**src/rtl/clock_div_ctrl.sv**
```systemverilog
// Programmable clock divider with runt-free ratio changes.
// The ratio is taken over valid/ready and applied only at period wrap.
module clock_div_ctrl #(
  parameter int CNT_W       = 8,
  parameter int DEFAULT_DIV = 4
) (
  input  logic             clk_i,
  input  logic             reset,
  input  logic             enable_i,
  input  logic             div_valid_i,
  input  logic [CNT_W-1:0] div_i,
  output logic             div_ready_o,
  output logic             div_err_o,
  output logic             clk_en_o,
  output logic             clk_o,
  output logic [CNT_W-1:0] counter_o,
  output logic             locked_o
);

  typedef enum logic [1:0] {
    IDLE = 2'd0,
    RUN  = 2'd1,
    PEND = 2'd2
  } state_e;

  localparam logic [CNT_W-1:0] DEF = CNT_W'(DEFAULT_DIV);
  localparam logic [CNT_W-1:0] ONE = CNT_W'(1);

  state_e           state_q, state_d;
  logic [CNT_W-1:0] cur_q, cur_d;
  logic [CNT_W-1:0] pend_q, pend_d;
  logic [CNT_W-1:0] cnt_q, cnt_d;
  logic             clk_q, clk_d;
  logic             err_q, err_d;
  logic             xfer, legal, wrap;

  assign div_ready_o = (state_q != PEND);
  assign xfer        = div_valid_i & div_ready_o;
  assign legal       = (div_i > ONE);
  assign wrap        = (cnt_q == (cur_q - ONE));

  always_comb begin
    state_d = state_q;
    cur_d   = cur_q;
    pend_d  = pend_q;
    cnt_d   = cnt_q;
    err_d   = xfer & ~legal;
    unique case (state_q)
      IDLE: begin
        cnt_d = '0;
        if (xfer && legal) cur_d = div_i;
        if (enable_i) state_d = RUN;
      end
      RUN: begin
        if (!enable_i) begin
          state_d = IDLE;
          cnt_d   = '0;
          if (xfer && legal) cur_d = div_i;
        end else begin
          cnt_d = wrap ? '0 : cnt_q + ONE;
          if (xfer && legal) begin
            pend_d  = div_i;
            state_d = PEND;
          end
        end
      end
      PEND: begin
        if (!enable_i) begin
          state_d = IDLE;
          cnt_d   = '0;
          cur_d   = pend_q;
        end else if (wrap) begin
          state_d = RUN;
          cnt_d   = '0;
          cur_d   = pend_q;
        end else begin
          cnt_d = cnt_q + ONE;
        end
      end
      default: begin
        state_d = IDLE;
        cnt_d   = '0;
      end
    endcase
    // registered clock derived from next-state so it lines up with counter_o
    clk_d = (state_d != IDLE) && (cnt_d >= (cur_d >> 1));
  end

  always_ff @(posedge clk_i) begin
    if (!reset) begin
      state_q <= IDLE;
      cur_q   <= DEF;
      pend_q  <= '0;
      cnt_q   <= '0;
      clk_q   <= 1'b0;
      err_q   <= 1'b0;
    end else begin
      state_q <= state_d;
      cur_q   <= cur_d;
      pend_q  <= pend_d;
      cnt_q   <= cnt_d;
      clk_q   <= clk_d;
      err_q   <= err_d;
    end
  end

  assign clk_en_o  = (state_q != IDLE) && wrap;
  assign clk_o     = clk_q;
  assign counter_o = cnt_q;
  assign div_err_o = err_q;
  assign locked_o  = (state_q == RUN);

endmodule

```
**config.mk**
```make
export PLATFORM = sky130hd
export DESIGN_NAME = clock_div_ctrl
export DESIGN_NICKNAME = d
export VERILOG_FILES = /design/src/rtl/clock_div_ctrl.sv
export SDC_FILE = /design/constraint.sdc
export NUM_CORES = 1
export LEC_CHECK = 0
export ABC_AREA = 1
export ABC_CLOCK_PERIOD_IN_PS = 3100
export BUFFER_PORTS_ARGS = -buffer_cell sky130_fd_sc_hd__buf_4
export CAP_MARGIN = 20
export CORE_MARGIN = 5
export CORE_UTILIZATION = 52
export DETAILED_ROUTE_END_ITERATION = 7
export PLACE_DENSITY = 0.84
export REMOVE_ABC_BUFFERS = 1
export SLEW_MARGIN = 15
export SYNTH_ARGS = -nofsm -noshare
export SYNTH_HDL_FRONTEND = slang
export SYNTH_SLANG_ARGS = --single-unit
```
**constraint.sdc**
```tcl
create_clock -name clk_i -period 3.1 [get_ports clk_i]
set_input_delay 0.93 -clock clk_i [delete_from_list [all_inputs] [get_ports clk_i]]
set_output_delay 0.93 -clock clk_i [all_outputs]
set_load 0.02 [all_outputs]
```
Word level (Yosys, flattened, before mapping)
Cells that the tools add are included.
{ "word_totals": {"regBits": 28, "inputBits": 12, "out_inout_bits": 13, "word_cells": 44} }
{ "op_classes": {"addsub": 2, "n_lt_le_gt_ge": 2, "n_eq_ne": 6, "mux": 14, "n_bitwise": 3, "n_reduce_logical": 10} }
{ "op_table": {"columns": ["cell", "n"], "rows": [
  ["$mux 8", 7],
  ["$pmux 8 s3", 1],
  ["$mux 2", 5],
  ["$add 8x1->8 const B", 1],
  ["$eq 8x8->1", 1],
  ["$ge 8x7->1", 1],
  ["$gt 8x1->1 const B", 1],
  ["$sub 8x1->8 const B", 1],
  ["$pmux 2 s3", 1],
  ["$reduce_and 3->1", 2],
  ["$ne 2x2->1 const B", 2],
  ["$reduce_bool 2->1", 2],
  ["$logic_and 1x1->1", 3],
  ["$ne 3x3->1 const B", 1],
  ["$reduce_bool 3->1", 1],
  ["$and 1x1->1", 2],
  ["$eq 2x1->1 const B", 1],
  ["$eq 2x2->1 const B", 1],
  ["$logic_not 2->1", 1],
  ["$reduce_or 2->1", 1],
  ["$not 1->1", 1]
]} }

Depth between registers and ports, before layout
{ "logic_depth": {"depth_word": 8, "mapped_depth": 29, "ltp_nobuf": 29} }

Worst setup path before layout
Ideal clock, no wire load.
{ "synth_path": {"path_kind": "in2reg", "start": "input port div_i[4]", "end": "register clk_q, in the netlist clk_o", "setup_time_ps": 117, "arrival_time_ps": 2841, "required_time_ps": 2983, "setup_slack_ps": 142, "stages": 20, "path_buffers": 1, "path_cell_list": "nor3_1 -> nand3_1 -> nand3_1 -> buf_2 -> nand2_1 -> o21ai_0 -> a21oi_1 -> a21oi_1 -> o21ai_2 -> a21boi_1 -> ha_1 -> a21boi_0 -> o21ai_0 -> nand2_1 -> nand2_1 -> nand2_1 -> a21oi_1 -> nor2_1 -> nor2_1 -> a21oi_1"} }
{ "synth_via": {"elab_chain_cells": 7, "elab_cells_between_ends": 11, "classes_between": "2 x order compare; 6 x mux; 3 x reduce/logical"} }
{ "synth_rtl": {"columns": ["item", "line_no", "rtl"], "rows": [
  ["from (decl)", "11", "input logic [CNT_W-1:0] div_i,"],
  ["$gt 8x1->1", "39", "assign legal = (div_i > ONE);"],
  ["$logic_and 1x1->1", "51, 58, 61", null],
  ["$mux 8 / $mux 2 (equally long branches)", "51, 58, 61", null],
  ["$mux 8 / $mux 2 (equally long branches)", "55", "if (!enable_i) begin"],
  ["$pmux 8 s3 / $pmux 2 s3 (equally long branches)", "48", "unique case (state_q)"],
  ["$ge 8x7->1 / $reduce_bool 2->1 (equally long branches)", "86", "clk_d = (state_d != IDLE) && (cnt_d >= (cur_d >> 1));"],
  ["$logic_and 1x1->1 (*)", "86", null],
  ["to (signal assigned)", "102", "clk_q <= clk_d;"],
  ["to (decl)", "33", "logic clk_q, clk_d;"]
]} }
Mark *: on every way between the ends. The rest lies on a longest branch, timed or not. The select of a mux whose other input is x is not followed.
A chain may end at the register's enable or synchronous reset.

Worst setup path in the final report
{ "layout_path": {"start": "input port div_i[7]", "end": "register clk_q, in the netlist clk_o"} }
Same word-level chain as after synthesis.

==> impl_metrics.prom <==
# TYPE chip_impl_metric gauge
chip_impl_info{name="run_status",value="finished, final reports clean"} 1
chip_impl_metric{name="fraction_of_final_layout_cells_with_drive_strength_greater_than_1",unit=""} 0.331
chip_impl_metric{name="hold_viol_final",unit=""} 0
chip_impl_metric{name="final.min_clock_period",unit="ns"} 3.00
chip_impl_metric{name="clockBufferDepth",unit=""} 2
chip_impl_metric{name="grt_first_pass_wirelength",unit="mm"} 8.38
chip_impl_metric{name="cells_after_synthesis",unit=""} 303
chip_impl_metric{name="clkLatencyLatePin",unit="ns"} 0.28
chip_impl_metric{name="dp_worst_setup_slack",unit="ns"} -0.215
chip_impl_metric{name="multi_input_area",unit="um^2"} 1380
chip_impl_metric{name="portBuffers",unit=""} 24
chip_impl_metric{name="synth-seq-cells",unit=""} 28
chip_impl_metric{name="grt_antenna_before_repair",unit=""} 0
chip_impl_metric{name="tns",unit="ns"} 0
chip_impl_metric{name="totalPowerFinal",unit="mW"} 0.934
chip_impl_metric{name="crit_required",unit="ns"} 3.27
chip_impl_metric{name="dr.first_iter.drc_count",unit=""} 219
chip_impl_metric{name="synth.lib_cells_used.distinct",unit=""} 29
chip_impl_metric{name="powerDensity",unit="nW/um^2"} 354
chip_impl_metric{name="number_of_global_route_vias_before_repair",unit=""} 1949
chip_impl_metric{name="maxSlewViolCount",unit=""} 0
chip_impl_info{name="dominant_cells_by_area_after_synthesis",value="dfxtp_1 29%, nand2_1 13%, ha_1 8.3%"} 1
chip_impl_metric{name="count_of_flip_flops_with_a_built_in_enable_after_synthesis",unit=""} 0
chip_impl_info{name="synthTopCellsByCount",value="66 x nand2_1, 41 x nor2_1, 39 x inv_1, 28 x dfxtp_1, 22 x nand3_1"} 1
chip_impl_info{name="cts_root_buf",value="clkbuf_8"} 1
chip_impl_metric{name="gp_congestion",unit=""} 0.951
chip_impl_metric{name="cts_inserted_buffers",unit=""} 3
chip_impl_metric{name="num_antenna_cells",unit=""} 0
chip_impl_metric{name="critical_path.max_fanout",unit=""} 6
chip_impl_metric{name="ir_drop",unit="mV"} 0.209
chip_impl_info{name="setup.worst_path.start_class",value="input port"} 1
chip_impl_info{name="yosysMostFrequentCell",value="nand2_1"} 1
chip_impl_metric{name="grt.overflow.total",unit=""} 0
chip_impl_metric{name="floorplan.die_area",unit="um^2"} 5110
chip_impl_metric{name="holdWs",unit="ns"} 0.467
chip_impl_metric{name="postRouteWirelength",unit="mm"} 5.68
chip_impl_metric{name="floorplan.initialDensity",unit=""} 0.537
chip_impl_metric{name="maximum_number_of_pins_on_one_net_before_global_route_repair",unit=""} 18
chip_impl_metric{name="numClockSinks",unit=""} 28
chip_impl_metric{name="core_area",unit="um^2"} 3660
chip_impl_metric{name="drt.antenna.violating_nets",unit=""} 0
chip_impl_metric{name="cts-htree-levels",unit=""} 1
chip_impl_metric{name="synth.yosys.seq_area_share",unit=""} 0.285
chip_impl_metric{name="finish.utilization",unit=""} 0.721
chip_impl_metric{name="final_setup_violating_endpoints",unit=""} 0
chip_impl_metric{name="fp.dieH",unit="um"} 71.5
chip_impl_metric{name="top_level_ports",unit=""} 25
chip_impl_metric{name="synth.top_cell.area_share",unit=""} 0.285
chip_impl_metric{name="postSynthAreaPerCell",unit="um^2"} 6.49
chip_impl_metric{name="n_fill_cell",unit=""} 264
chip_impl_metric{name="cells_after_dpl",unit=""} 391
chip_impl_metric{name="dr.pass1.iters",unit=""} 5
chip_impl_metric{name="gr-usage-all-layers",unit=""} 0.200
chip_impl_metric{name="fp-row-count",unit=""} 22
chip_impl_metric{name="detail_route.drc_violations",unit=""} 0
chip_impl_info{name="timing.setup.critical_path_class",value="input port to register"} 1
chip_impl_metric{name="synth.cell_area",unit="um^2"} 1970
chip_impl_metric{name="dr_total_vias",unit=""} 2162
chip_impl_info{name="tritoncts_clock_tree",value="done"} 1
chip_impl_metric{name="hpwl",unit="mm"} 4.00
chip_impl_metric{name="area.sequential",unit="um^2"} 568
chip_impl_metric{name="ys.warnings.count",unit=""} 0
chip_impl_metric{name="skew",unit="ns"} 0.00659
chip_impl_info{name="rsz_0062_raised_after_global_routing",value="yes"} 1
chip_impl_metric{name="fin_cells",unit=""} 402
chip_impl_metric{name="arrival",unit="ns"} 3.17
chip_impl_metric{name="cap_violations",unit=""} 0
chip_impl_info{name="ys_dominant_reg_cell",value="dfxtp_1"} 1
chip_impl_metric{name="slew-limit-headroom",unit=""} 0.683
chip_impl_metric{name="area_growth",unit="%"} 34.4
chip_impl_metric{name="final.setup.worst_slack",unit="ns"} 0.0963
chip_impl_metric{name="power.static_leakage",unit="nW"} 1.20
chip_impl_info{name="post-synth-top-area-cell",value="dfxtp_1"} 1
chip_impl_metric{name="dpl-instance-area",unit="um^2"} 2350
chip_impl_metric{name="nets",unit=""} 381
chip_impl_metric{name="viasPerCell",unit=""} 5.38
chip_impl_metric{name="timing.final.crit_share",unit=""} 0.969
chip_impl_metric{name="cts.reportedPaths.clkPinSlew",unit="ns"} 0.10
chip_impl_metric{name="wire_per_inst",unit="um"} 14.1
chip_impl_metric{name="die_width",unit="um"} 71.5
chip_impl_metric{name="timing_worst_slew_pin_value",unit="ns"} 0.474
chip_impl_metric{name="post-route-cell-area",unit="um^2"} 2640
chip_impl_metric{name="max_freq",unit="MHz"} 333
chip_impl_metric{name="asyncSetResetFlopFracSynth",unit=""} 0
chip_impl_info{name="worst_setup_path_end_kind",value="register"} 1
chip_impl_info{name="timing.hold.worst.class",value="register to register"} 1
## metal layers
layer  wire length, um  part of all wire  up-vias  GRT usage
li1                  -                 -     1082          -
met1              2370              0.42      974      0.253
met2              2840              0.50       89      0.350
met3               333             0.059       17     0.0238
met4               130             0.023        0     0.0710
met5                 0                 0        -          0
## registers in the layout, summed over array words and instances, names as in the netlist
register and cells:
state_q 2, div_err_o 1, counter_o 8, pend_q 8
clk_o 1, cur_q 8
## power by group
part / internal (mW) / total, mW / switching, mW
clock network: 0.0874 / 0.201 / 0.114
registers: 0.379 / 0.397 / 0.0188
logic: 0.144 / 0.336 / 0.192
## logic make-up after synthesis
family | after synthesis | share of synthesized area
xor+xnor | 10 | 0.0446
fa+ha+maj | 13 | 0.0828
flops | 28 | 0.285
buf+inv | 53 | 0.102
simple gates | 146 | 0.322
compound gates | 53 | 0.163
## cells in the final DEF (no fill, tap or decap), types with 3 or more instances in the layout
master	count
nor2_1	35
dfxtp_2	6
o21ai_1	7
nor3_1	3
a21oi_2	3
inv_1	36
nand3_1	17
nand2_1	60
ha_1	10
inv_2	11
xnor2_1	3
nor2_2	6
a211oi_1	7
dfxtp_1	22
o21ai_2	6
nand2_2	7
xor2_1	7
nand3_2	3
nand4_1	3
buf_4	51
a21boi_1	3
a21oi_1	14
nor3_2	4
o21ai_0	5
clkbuf_8	3
## cell type report
class,instances,area share
inverters,47,0.0668
flip-flops and latches,28,0.215
repair buffers,54,0.159
clock buffers,3,0.0156
well taps,48,0.0227
multi-input cells,222,0.521
## repair_timing
action                     in CTS  in global routing
pin swaps                       2                 32
setup endpoints to repair       1                  1
buffers inserted                2                  7
hold buffers                    0                  0
gates cloned                    0                  0
gates resized for setup         5                 53
## worst paths after layout
kind	start	to	slack (ns)	cells past startpoint
worst max-delay path	div_i[7]	clk_o	0.1	20
worst min-delay path	pend_q[0]	pend_q[0]	0.47	2
worst max register to register	cur_q[1]	clk_o	0.1	23
worst min register to register	pend_q[0]	pend_q[0]	0.47	2
## worst max-delay path: stages
cell	delay [ns]
buf_4	0.12
nor3_4	0.18
nand3_2	0.13
nand3_4	0.14
nand2_2	0.08
o211ai_1	0.20
a21oi_1	0.08
o21ai_2	0.08
o21ai_2	0.09
ha_1	0.31
o21ai_2	0.06
a21boi_1	0.07
o21ai_1	0.12
nand2_1	0.06
nand2_1	0.06
nand2_1	0.06
a21oi_2	0.12
nor2_1	0.05
nor2_1	0.14
a21oi_1	0.06
(Power assumes the default switching activity.)
